### src/rtl/pc_seq_pkg.sv
// Shared types and defaults for the program-counter sequencer.
// Holds the sequencer state encoding, the next-PC select encoding and
// the default widths / start address used by pc_sequencer and pc_next_sel.
package pc_seq_pkg;

  localparam int          PC_W_DEF       = 8;
  localparam int          INSTR_W_DEF    = 9;
  localparam logic [7:0]  START_ADDR_DEF = 8'h00;

  typedef enum logic [2:0] {
    ST_IDLE   = 3'd0,
    ST_FETCH  = 3'd1,
    ST_ISSUE  = 3'd2,
    ST_EXEC   = 3'd3,
    ST_HALTED = 3'd4
  } seq_state_e;

  typedef enum logic [1:0] {
    PC_SEL_HOLD   = 2'd0,
    PC_SEL_INC    = 2'd1,
    PC_SEL_BRANCH = 2'd2,
    PC_SEL_START  = 2'd3
  } pc_sel_e;

endpackage

### src/rtl/pc_next_sel.sv
// Combinational next-PC mux: hold, increment (wraps modulo 2^PC_W),
// branch target as-is, or the start address.
// Ports: sel_i (pc_sel_e), pc_curr_i, pc_new_i -> pc_next_o.
module pc_next_sel
  import pc_seq_pkg::*;
#(
  parameter int              PC_W       = PC_W_DEF,
  parameter logic [PC_W-1:0] START_ADDR = PC_W'(START_ADDR_DEF)
) (
  input  pc_sel_e         sel_i,
  input  logic [PC_W-1:0] pc_curr_i,
  input  logic [PC_W-1:0] pc_new_i,
  output logic [PC_W-1:0] pc_next_o
);

  always_comb begin
    pc_next_o = pc_curr_i;
    case (sel_i)
      PC_SEL_HOLD:   pc_next_o = pc_curr_i;
      // Plain unsigned add; carry out is dropped so 'hFF wraps to 'h00.
      PC_SEL_INC:    pc_next_o = pc_curr_i + PC_W'(1);
      PC_SEL_BRANCH: pc_next_o = pc_new_i;
      PC_SEL_START:  pc_next_o = START_ADDR;
      default:       pc_next_o = pc_curr_i;
    endcase
  end

endmodule

### src/rtl/pc_sequencer.sv
// Program-counter sequencer: fetch -> issue -> retire per instruction,
// with req/ack to instruction memory and a done strobe from execute.
// Ports: CLK/RST_n, Start, PC_Curr/PC_New (branch adder), Fetch_Req/
// Fetch_Ack/Instr_In (imem), Instr_Out/Instr_Valid, Exec_Done/
// Branch_Taken/Halt_In (execute), Done (halted level).
module pc_sequencer
  import pc_seq_pkg::*;
#(
  parameter int              PC_W       = PC_W_DEF,
  parameter int              INSTR_W    = INSTR_W_DEF,
  parameter logic [PC_W-1:0] START_ADDR = PC_W'(START_ADDR_DEF)
) (
  input  logic               CLK,
  input  logic               RST_n,
  input  logic               Start,
  output logic [PC_W-1:0]    PC_Curr,
  input  logic [PC_W-1:0]    PC_New,
  output logic               Fetch_Req,
  input  logic               Fetch_Ack,
  input  logic [INSTR_W-1:0] Instr_In,
  output logic [INSTR_W-1:0] Instr_Out,
  output logic               Instr_Valid,
  input  logic               Exec_Done,
  input  logic               Branch_Taken,
  input  logic               Halt_In,
  output logic               Done
);

  seq_state_e         state_q, state_d;
  logic [PC_W-1:0]    pc_q, pc_d;
  logic [INSTR_W-1:0] instr_q, instr_d;
  pc_sel_e            pc_sel;
  logic               instr_load;

  pc_next_sel #(
    .PC_W       (PC_W),
    .START_ADDR (START_ADDR)
  ) u_pc_next_sel (
    .sel_i     (pc_sel),
    .pc_curr_i (pc_q),
    .pc_new_i  (PC_New),
    .pc_next_o (pc_d)
  );

  always_comb begin
    state_d    = state_q;
    pc_sel     = PC_SEL_HOLD;
    instr_load = 1'b0;
    case (state_q)
      ST_IDLE, ST_HALTED: begin
        if (Start) begin
          pc_sel  = PC_SEL_START;
          state_d = ST_FETCH;
        end
      end
      ST_FETCH: begin
        // PC is held while waiting, so the fetch address stays stable.
        if (Fetch_Ack) begin
          instr_load = 1'b1;
          state_d    = ST_ISSUE;
        end
      end
      ST_ISSUE: state_d = ST_EXEC;
      ST_EXEC: begin
        // Halt wins over branch; a halted PC keeps the retiring address.
        if (Exec_Done) begin
          if (Halt_In) begin
            state_d = ST_HALTED;
          end else begin
            pc_sel  = Branch_Taken ? PC_SEL_BRANCH : PC_SEL_INC;
            state_d = ST_FETCH;
          end
        end
      end
      default: state_d = ST_IDLE;
    endcase
  end

  assign instr_d = instr_load ? Instr_In : instr_q;

  always_ff @(posedge CLK or negedge RST_n) begin
    if (!RST_n) begin
      state_q <= ST_IDLE;
      pc_q    <= START_ADDR;
      instr_q <= '0;
    end else begin
      state_q <= state_d;
      pc_q    <= pc_d;
      instr_q <= instr_d;
    end
  end

  // Strobes are pure state decodes: no input reaches an output combinationally.
  assign PC_Curr     = pc_q;
  assign Instr_Out   = instr_q;
  assign Fetch_Req   = (state_q == ST_FETCH);
  assign Instr_Valid = (state_q == ST_ISSUE);
  assign Done        = (state_q == ST_HALTED);

endmodule

### config.mk
export PLATFORM = sky130hd
export DESIGN_NAME = pc_sequencer
export DESIGN_NICKNAME = d
export VERILOG_FILES = /design/src/rtl/pc_seq_pkg.sv /design/src/rtl/pc_next_sel.sv /design/src/rtl/pc_sequencer.sv
export SDC_FILE = /design/constraint.sdc
export NUM_CORES = 1
export LEC_CHECK = 0
export ABC_AREA = 0
export CAP_MARGIN = 20
export CORE_ASPECT_RATIO = 0.5
export CORE_UTILIZATION = 40
export CTS_BUF_LIST = sky130_fd_sc_hd__clkbuf_8
export DETAILED_ROUTE_END_ITERATION = 6
export GPL_ROUTABILITY_DRIVEN = 0
export HOLD_SLACK_MARGIN = 0.15
export PLACE_DENSITY = 0.81
export SLEW_MARGIN = 20
export SYNTH_ARGS = -nofsm -noshare
export SYNTH_HDL_FRONTEND = slang
export SYNTH_SLANG_ARGS = --single-unit
export TNS_END_PERCENT = 100
### constraint.sdc
create_clock -name CLK -period 1.5 [get_ports CLK]
set_clock_uncertainty 0.1 [all_clocks]
set_input_delay 0.3 -clock CLK [delete_from_list [all_inputs] [get_ports CLK]]
set_output_delay 0.3 -clock CLK [all_outputs]
set_load 0.01 [all_outputs]
* Word-level counts from Yosys, hierarchy flattened
Index checks and enable logic that the tools add are counted.
** Word-level totals
- Flip-flop bits (word level) :: 20
- Input port bits :: 24
** Operators by class
- Add/sub/neg operators :: 1
- Equality and inequality tests :: 10
- Multiplexer cells :: 13
- Reduce and logical (&&, ||, !) cells :: 4
** Operators by type and width (number)
- 8-bit case mux with 3 select lines :: 1
- 3-bit 2-to-1 mux :: 4
- 3-bit case mux with 4 select lines :: 1
- 8-bit by 1-bit adder with 8-bit output (second input constant) :: 1
- 2-bit 2-to-1 mux :: 4
- 3-bit by 2-bit == test with 1-bit output (second input constant) :: 2
- 2-bit == test (second input constant) :: 2
- 2-bit != test (second input constant) :: 2
- 2-bit case mux with 2 select lines :: 1
- 3-bit by 1-bit == test with 1-bit output (second input constant) :: 1
- 3-bit == test (second input constant) :: 1
- 3-bit zero test :: 1
- 3-bit AND reduction :: 1
- 2-bit by 1-bit == test with 1-bit output (second input constant) :: 1
- 2-bit zero test :: 1
- 1-bit 2-to-1 mux :: 2
- 2-bit by 1-bit != test with 1-bit output (second input constant) :: 1
- 2-bit OR reduction :: 1

* Depth between registers and ports, before layout
Gate-level depths: netlist of the first run.
- Depth in word-level cells :: 6
- Mapped depth :: 5

* By module
A second synthesis of the first run with hierarchy kept.
** Second synthesis, totals
- Cell total of the unflattened synthesis :: 95
- Area total of the unflattened synthesis :: 1077.3 sq um
** By module, submodules not included
- pc_sequencer :: times used 1, cells each 52, area an instance 762.0 sq um, seq. area each 500.5 sq um
- pc_next_sel :: times used 1, cells each 43, area an instance 315.3 sq um, seq. area each 0.0 sq um

* Worst setup path after synthesis of the first run
OpenSTA, ideal clock, no wires.
- Path type :: register to register
- Start point :: register state_q[2]
- End point :: register instr_q[0] (netlist: Instr_Out[0])
- Arrival time :: 1.367 ns
- Data required time :: 1.275 ns
- Path slack :: -0.091 ns
- Stages on the path, launching flop included :: 6
- Path buffers :: 1
- Path through :: dfrtp_1 -> nand2b_1 -> nor2_1 -> and2_1 -> buf_6 -> mux2_2
** Between the ends
- Longest elaborated chain between the ends :: 2
** RTL lines
- start, declared :: RTL line pc_sequencer.sv:29 : seq_state_e state_q, state_d;
- start signal, assigned :: RTL line pc_sequencer.sv:87 : state_q <= state_d;
- 3-bit by 1-bit == test with 1-bit output
- named net Fetch_Req :: RTL line pc_sequencer.sv:18 : output logic Fetch_Req,
- 1-bit 2-to-1 mux :: RTL line pc_sequencer.sv:49 : case (state_q)
- end signal, assigned :: RTL line pc_sequencer.sv:89 : instr_q <= instr_d;
- end, declared :: RTL line pc_sequencer.sv:31 : logic [INSTR_W-1:0] instr_q, instr_d;
The timed path passes the listed nets, and every way through them passes these cells.
A chain may end at the register's enable or synchronous reset.

* Worst setup path in the final report of the first run
- Start point :: register state_q[0]
- End point :: register pc_q[0] (netlist: PC_Curr[0])
** Between the ends
- Longest elaborated chain between the ends :: 5
- Elaborated cells between the ends (all ways) :: 10
- Classes of those cells :: eq/ne: 5; mux: 2; reduce/logical: 3
** RTL lines
- 3-bit == test or 3-bit zero test (tied branches) :: RTL line pc_sequencer.sv:49
- 2-bit OR reduction :: RTL line pc_sequencer.sv:49
- 2-bit case mux with 2 select lines * :: RTL line pc_sequencer.sv:49
- 2-bit == test or 2-bit by 1-bit == test with 1-bit output (tied branches) :: RTL line pc_next_sel.sv:18 : case (sel_i)
- 8-bit case mux with 3 select lines :: RTL line pc_next_sel.sv:18
- end signal, assigned :: RTL line pc_sequencer.sv:88 : pc_q <= pc_d;
- end, declared :: RTL line pc_sequencer.sv:30 : logic [PC_W-1:0] pc_q, pc_d;
Mark *: on every way between the ends. The rest lies on a longest branch, timed or not.

==> results of run 1 <==
## timing repair
| item | in CTS | in global routing |
|---|---|---|
| setup endpoints to repair | 39 | 22 |
| gates resized for setup | 63 | 33 |
| buffers inserted | 9 | 5 |
| pin swaps | 16 | 18 |
| cloned | 0 | 1 |
## sequential cells by signal, indices dropped and copies added, names as in the netlist
register	flops
Instr_Out	9
PC_Curr	8
state_q	3
## power breakdown
part           switching, uW  total [uW]  internal, uW  leakage [uW]
logic                   1140        2560          1420      0.000703
clock network            195         552           357     0.0000357
registers                271        1070           803      0.000233
total                   1610        4180          2580      0.000972
## worst register-to-register path, stage by stage, from the launching register on
cell	delay, ns
dfrtp_2	0.47
buf_6	0.15
buf_6	0.12
nor3b_2	0.17
buf_4	0.17
buf_6	0.11
nor3_2	0.03
a21oi_1	0.15
o21ai_1	0.08
## layout by cell type, fill, tap and decap left out, drive strengths merged, types with 2 or more instances in the layout
| cell | n |
|---|---|
| a21oi | 2 |
| a31oi | 2 |
| a32oi | 3 |
| and2 | 4 |
| and3 | 2 |
| buf | 42 |
| clkbuf | 3 |
| clkdlybuf4s50 | 22 |
| dfrtp | 20 |
| dlygate4sd2 | 17 |
| inv | 2 |
| mux2 | 10 |
| mux2i | 2 |
| nand2 | 8 |
| nand2b | 3 |
| nand3 | 6 |
| nor2 | 3 |
| nor3 | 3 |
| nor3b | 2 |
| nor4b | 2 |
| o211ai | 2 |
| o21ai | 6 |
| o22a | 2 |
## worst max-delay path by stage
| stage | slack [ns] | endpoint |
|---|---|---|
| final | -0.15 | PC_Curr[0]$_DFFE_PN0P_ |
| after global placement | -0.32 | PC_Curr[6]$_DFFE_PN0P_ |
| after global routing | -0.21 | Instr_Valid |
| after CTS | -0.12 | Fetch_Req |
| after floorplan | -0.002 | PC_Curr[6]$_DFFE_PN0P_ |
| after detailed placement | -0.38 | PC_Curr[7]$_DFFE_PN0P_ |
## per-layer routing
metal  GRT usage [%]  wire length, um
met3            6.77              276
met4            13.0              142
met2            49.8             2350
met1            31.1             1830
met5               0                0
## stage by stage
step | worst slack [ns] | instances | setup TNS (ns) | hold WS (ns) | area (sq um)
global route | -0.213 | 220 | -2.24 | 0.309 | 2160
global placement | -0.323 | 203 | -4.32 | 0.370 | 1770
finish | -0.151 | 220 | -1.38 | 0.307 | 2160
CTS | -0.119 | 216 | -0.920 | 0.294 | 2020
detailed placement | -0.383 | 203 | -4.72 | 0.396 | 1770
floorplan | -0.00215 | 102 | -0.00215 | -0.0956 | 1110
## layout make-up
cell class / count / area (sq um)
flip-flops and latches: 20 / 504
multi-input cells: 77 / 774
fillers: 95 / 230
clock inverters: 1 / 30.0
well taps: 35 / 43.8
repair buffers: 82 / 756
inverters: 2 / 7.51
clock buffers: 3 / 41.3
## logic make-up (layout without fill, tap and decap cells)
| family | Yosys count | in the layout |
|---|---|---|
| buffers and inverters | 6 | 88 |
| multiplexers | 12 | 12 |
| adder cells (fa/ha/maj) | 1 | 1 |
| AO/OA/AOI/OAI | 24 | 24 |
| AND/OR/NAND/NOR | 39 | 40 |
| flip-flops | 20 | 20 |
==> impl_metrics.py, run 1 <==
metrics = {
    "critical_path": {
        "path_cells": "buf_6, buf_6, nor3b_2, buf_4, buf_6, nor3_2, a21oi_1, o21ai_1",
        "path_buf_inv": 4,
        "rr_worst_depth": 8,
        "startpoint": "state_q[0]$_DFFE_PN0P_",
        "critPathMaxFanout": 6,
        "reg2reg_from": "state_q[0]$_DFFE_PN0P_",
        "worstSetupPathType": "reg2reg",
        "crit_cells": 8,
        "r2r_end": "PC_Curr[0]$_DFFE_PN0P_",
        "worst_path_most_repeated_cell": "buf_6",
        "max_stage_delay_ns": 0.47,
        "arrival_ns": 1.71,
        "slowest_stage": "dfrtp_2",
        "crit_family": "buffers and inverters",
        "end_kind": "flop",
        "cp.required_ns": 1.55,
        "cp-start-kind": "flop",
        "r2r_slack_ns": -0.15,
    },
    "clock_tree": {
        "insertion_delay_ns": 0.26,
        "cts_tree": "yes",
        "ctsHtreeMaxLevel": 1,
        "clk_pin_slew_ns": 0.08,
        "numCtsBuffers": 3,
        "cts_buffer_depth": 2,
        "cts_root_buf": "clkbuf_8",
        "hold_buffers": 0,
        "cts_sinks": 20,
    },
    "layout": {
        "layout.nets": 211,
        "drive_above_1_share_pct": 49.2,
        "area_delta_synth_final_pct": 97.7,
        "final_core_util_pct": 90.4,
        "antenna_cells": 0,
    },
    "yosys": {
        "yosys-top-cells-area": "dfrtp_1, mux2_2, nand3_1",
        "syn_inst": 102,
        "synth_compound_area_share_pct": 15.8,
        "syn_nets": 127,
        "synth_top_cell_by_area": "dfrtp_1",
        "synth_fa_ha_area_share_pct": 1.15,
        "synthTopCellsByCount": "dfrtp_1, mux2_2, nand2_1",
        "synth_area_sq_um": 1090,
        "synth_top_family_by_area": "simple AND/OR/NAND/NOR gates",
        "netlist-cell-type-count": 39,
        "synth_top_cell_area_share_pct": 45.9,
        "synth-seq-cells": 20,
        "synth-edff-count": 0,
        "synthMuxAreaShare_pct": 12.2,
        "postSynthAreaPerCell_sq_um": 10.7,
        "synth_xor_area_share_pct": 0,
        "ys_warn_count": 0,
        "synthSimpleGateAreaFrac_pct": 20.9,
        "synth_most_common_cell": "dfrtp_1",
        "yosys_most_used_dff": "dfrtp_1",
        "async_flop_share_pct": 100,
        "synth_seq_area_share_pct": 45.9,
    },
    "routing": {
        "routedWlPerCell_um": 20.9,
        "antenna_left": 0,
        "avgViaCountPerCell": 5.77,
        "drc": 0,
        "routed_wl_um": 4600,
        "vias": 1269,
        "first_iter_violations": 81,
        "dr.pass1.iters": 4,
    },
    "job": {
        "maxCapViolCount": 0,
    },
    "floorplanning": {
        "start_util_pct": 45.7,
        "num_io_pins": 44,
        "row_count": 12,
        "dieWidth_um": 75.9,
        "die_area_sq_um": 2950,
        "core_area_sq_um": 2390,
        "dieHeight_um": 38.9,
    },
    "timing": {
        "fmax_mhz": 606,
        "slew_headroom_pct": 79.3,
        "min_period_over_period_pct": 110,
        "setup_ws_ns": -0.151,
        "finalSetupViolCount": 13,
        "rsz0062_at_grt": "yes",
        "tightest_slew_ns": 0.309,
        "fin_crit_ns": 1.65,
        "hold_viol": 0,
        "maxSlewViolCount": 0,
    },
    "grt": {
        "grt_pass1_wl_um": 5600,
        "track_usage_pct": 27.5,
        "grt_max_degree": 21,
        "overflow": 0,
        "grt_pass1_vias": 1222,
        "antenna_found_initial": 0,
    },
    "power": {
        "p_leak_uw": 0.000972,
        "irDropWorstVdd_mv": 1.08,
        "totalPowerFinal_uw": 4180,
        "cellPowerDensity_nw_per_um2": 1940,
    },
    "placement": {
        "io_buffers": 43,
        "hpwl_um": 2200,
    },
    "hold_path": {
        "hp-class": "in2async",
    },
    "run_status": {
        "status": "finished, violations left",
        "violations": "negative setup slack",
    },
}
No activity file was read; power rests on OpenSTA's default activity.
==> run 2: changes to the inputs <==
- CELL_PAD_IN_SITES_DETAIL_PLACEMENT: not set -> 2
- CELL_PAD_IN_SITES_GLOBAL_PLACEMENT: not set -> 2
- CORE_UTILIZATION: 40 -> 24
- HOLD_SLACK_MARGIN: 0.15 -> not set
==> run 2 against run 1 <==
Compared with the run above:
- the run still ends with negative setup slack left
- hold slack better by 0.0018 ns
- core utilization shrank 38 points
- non-clock buffer count up 1
- die area grew 64%
- final cell count rose by 9.1%
- sequential power about the same
- critical path type unchanged
- clock power is 3.6% higher
- first-iteration DRC count down 79%
- combinational power is 4% higher
- global-route usage is 3.0 points lower
==> impl_metrics.py, run 2 (synthesis gave the netlist of run 1 again) <==
metrics = {
    "routing": {
        "dr.pass1.iters": 6,
        "routed_wl_um": 5930,
        "first_iter_violations": 17,
        "vias": 1276,
        "drc": 0,
        "avgViaCountPerCell": 5.32,
        "antenna_left": 0,
        "routedWlPerCell_um": 24.7,
    },
    "critical_path": {
        "worst_path_most_repeated_cell": "buf_4",
        "end_kind": "flop",
        "path_cells": "buf_4, nand3_1, buf_4, nor4_1, o21ai_0, nand2_1",
        "slowest_stage": "dfrtp_1",
        "r2r_slack_ns": -0.27,
        "arrival_ns": 1.88,
        "critPathMaxFanout": 4,
        "worstSetupPathType": "reg2reg",
        "cp-start-kind": "flop",
        "cp.required_ns": 1.62,
        "max_stage_delay_ns": 0.48,
    },
    "hold_path": {
        "hp-class": "in2async",
    },
    "grt": {
        "grt_max_degree": 21,
        "track_usage_pct": 24.5,
        "grt_pass1_vias": 1474,
        "grt_pass1_wl_um": 8740,
        "antenna_found_initial": 0,
        "overflow": 0,
    },
    "clock_tree": {
        "cts_root_buf": "clkbuf_8",
        "hold_buffers": 0,
        "insertion_delay_ns": 0.28,
        "numCtsBuffers": 3,
        "cts_tree": "yes",
        "cts_sinks": 20,
        "clk_pin_slew_ns": 0.10,
        "ctsHtreeMaxLevel": 1,
        "cts_buffer_depth": 2,
    },
    "placement": {
        "io_buffers": 43,
        "dpl.cell_count": 223,
        "hpwl_um": 3270,
    },
    "timing": {
        "fin_crit_ns": 1.77,
        "rsz0062_at_grt": "yes",
        "slew_headroom_pct": 76.2,
        "fin_tns_setup_ns": -3.19,
        "maxSlewViolCount": 0,
        "hold_viol": 0,
        "min_period_over_period_pct": 118,
        "finalSetupViolCount": 22,
        "setup_ws_ns": -0.267,
        "tightest_slew_ns": 0.354,
        "fmax_mhz": 566,
    },
    "layout": {
        "seq_area_sq_um": 505,
        "final_common_cell": "buf_4",
        "stdcell_count": 240,
        "largest_register_ffs": 9,
        "multi_input_area_sq_um": 751,
        "drive_above_1_share_pct": 46.8,
        "layout.nets": 212,
        "n_fill_cell": 412,
        "final_core_util_pct": 52.5,
        "antenna_cells": 0,
        "final_cell_mix": "buf_4, clkdlybuf4s50_1, dfrtp_1, dlygate4sd2_1, buf_6",
        "area_delta_synth_final_pct": 98.6,
    },
    "floorplanning": {
        "die_area_sq_um": 4840,
        "num_io_pins": 44,
        "start_util_pct": 26.5,
        "core_area_sq_um": 4120,
        "dieWidth_um": 97.4,
        "dieHeight_um": 49.7,
        "row_count": 16,
    },
    "run_status": {
        "violations": "negative setup slack",
        "status": "finished, violations left",
    },
    "power": {
        "p_leak_uw": 0.000958,
        "cellPowerDensity_nw_per_um2": 1990,
        "irDropWorstVdd_mv": 0.762,
    },
    "job": {
        "maxCapViolCount": 0,
    },
}
## run 2: changes by cell type in the layout (fill, tap and decap cells not counted), moves of 3 or more
cell | before | now
mux2_4 | 6 | 9
mux2_2 | 4 | 1
buf_6 | 17 | 11
buf_4 | 23 | 30
## run 2: per-layer routing
metal  routed length, um  global-route usage (%)  up-vias
met5                   0                       0        -
met4                 108                    7.11        0
met3                 304                    3.83       12
met2                2790                    45.1       51
met1                2720                    30.1      656
li1                    -                       -      557
## run 2: path summary, 6_finish.rpt
kind,to,startpoint,cells after the start
max,PC_Curr[3]$_DFFE_PN0P_,PC_Curr[0]$_DFFE_PN0P_,6
min,PC_Curr[1]$_DFFE_PN0P_,RST_n,2
max reg2reg,PC_Curr[3]$_DFFE_PN0P_,PC_Curr[0]$_DFFE_PN0P_,6
min reg2reg,Instr_Out[0]$_DFFE_PN0P_,Instr_Out[0]$_DFFE_PN0P_,1
max in group asynchronous,Instr_Out[3]$_DFFE_PN0P_,RST_n,2
min in group CLK,Instr_Out[0]$_DFFE_PN0P_,Instr_Out[0]$_DFFE_PN0P_,1
## run 2: report_power, final
part	leakage [uW]	switching, uW	total [uW]	internal [uW]
Combinational	0.000690	1210	2660	1450
Clock	0.0000357	215	572	357
Sequential	0.000232	269	1070	804
Total	0.000958	1690	4300	2610
## run 2: area by class of cell
cell class                 count  share of cell area (%)
clock inverter                 1                    1.39
inverter                       2                   0.346
tap                           54                    3.12
multi-input combinational     77                    34.6
clock buffer                   3                    1.91
timing repair buffer          83                    35.3
sequential                    20                    23.3
## run 2: what timing repair did
action,CTS,global route
setup buffers,7,7
pin swaps,5,7
resized for setup,62,25
cloned,1,0
setup endpoints to repair,39,23
## run 2: metrics by stage
step | hold slack (ns) | cell area (sq um) | power [uW] | worst slack [ns]
floorplan | -0.0956 | 1110 | 1940 | -0.00215
global route | 0.318 | 2170 | 4490 | -0.316
global placement | 0.372 | 1800 | 2920 | -0.327
CTS | 0.287 | 2010 | 3900 | -0.150
finish | 0.308 | 2170 | 4300 | -0.267
detailed placement | 0.386 | 1800 | 3080 | -0.460
## run 2: critical path: cells and delay by family (launching register included)
kind | cells | cell delay (ns)
buf+inv | 2 | 0.40
flops | 1 | 0.48
compound gates | 1 | 0.18
simple gates | 3 | 0.54
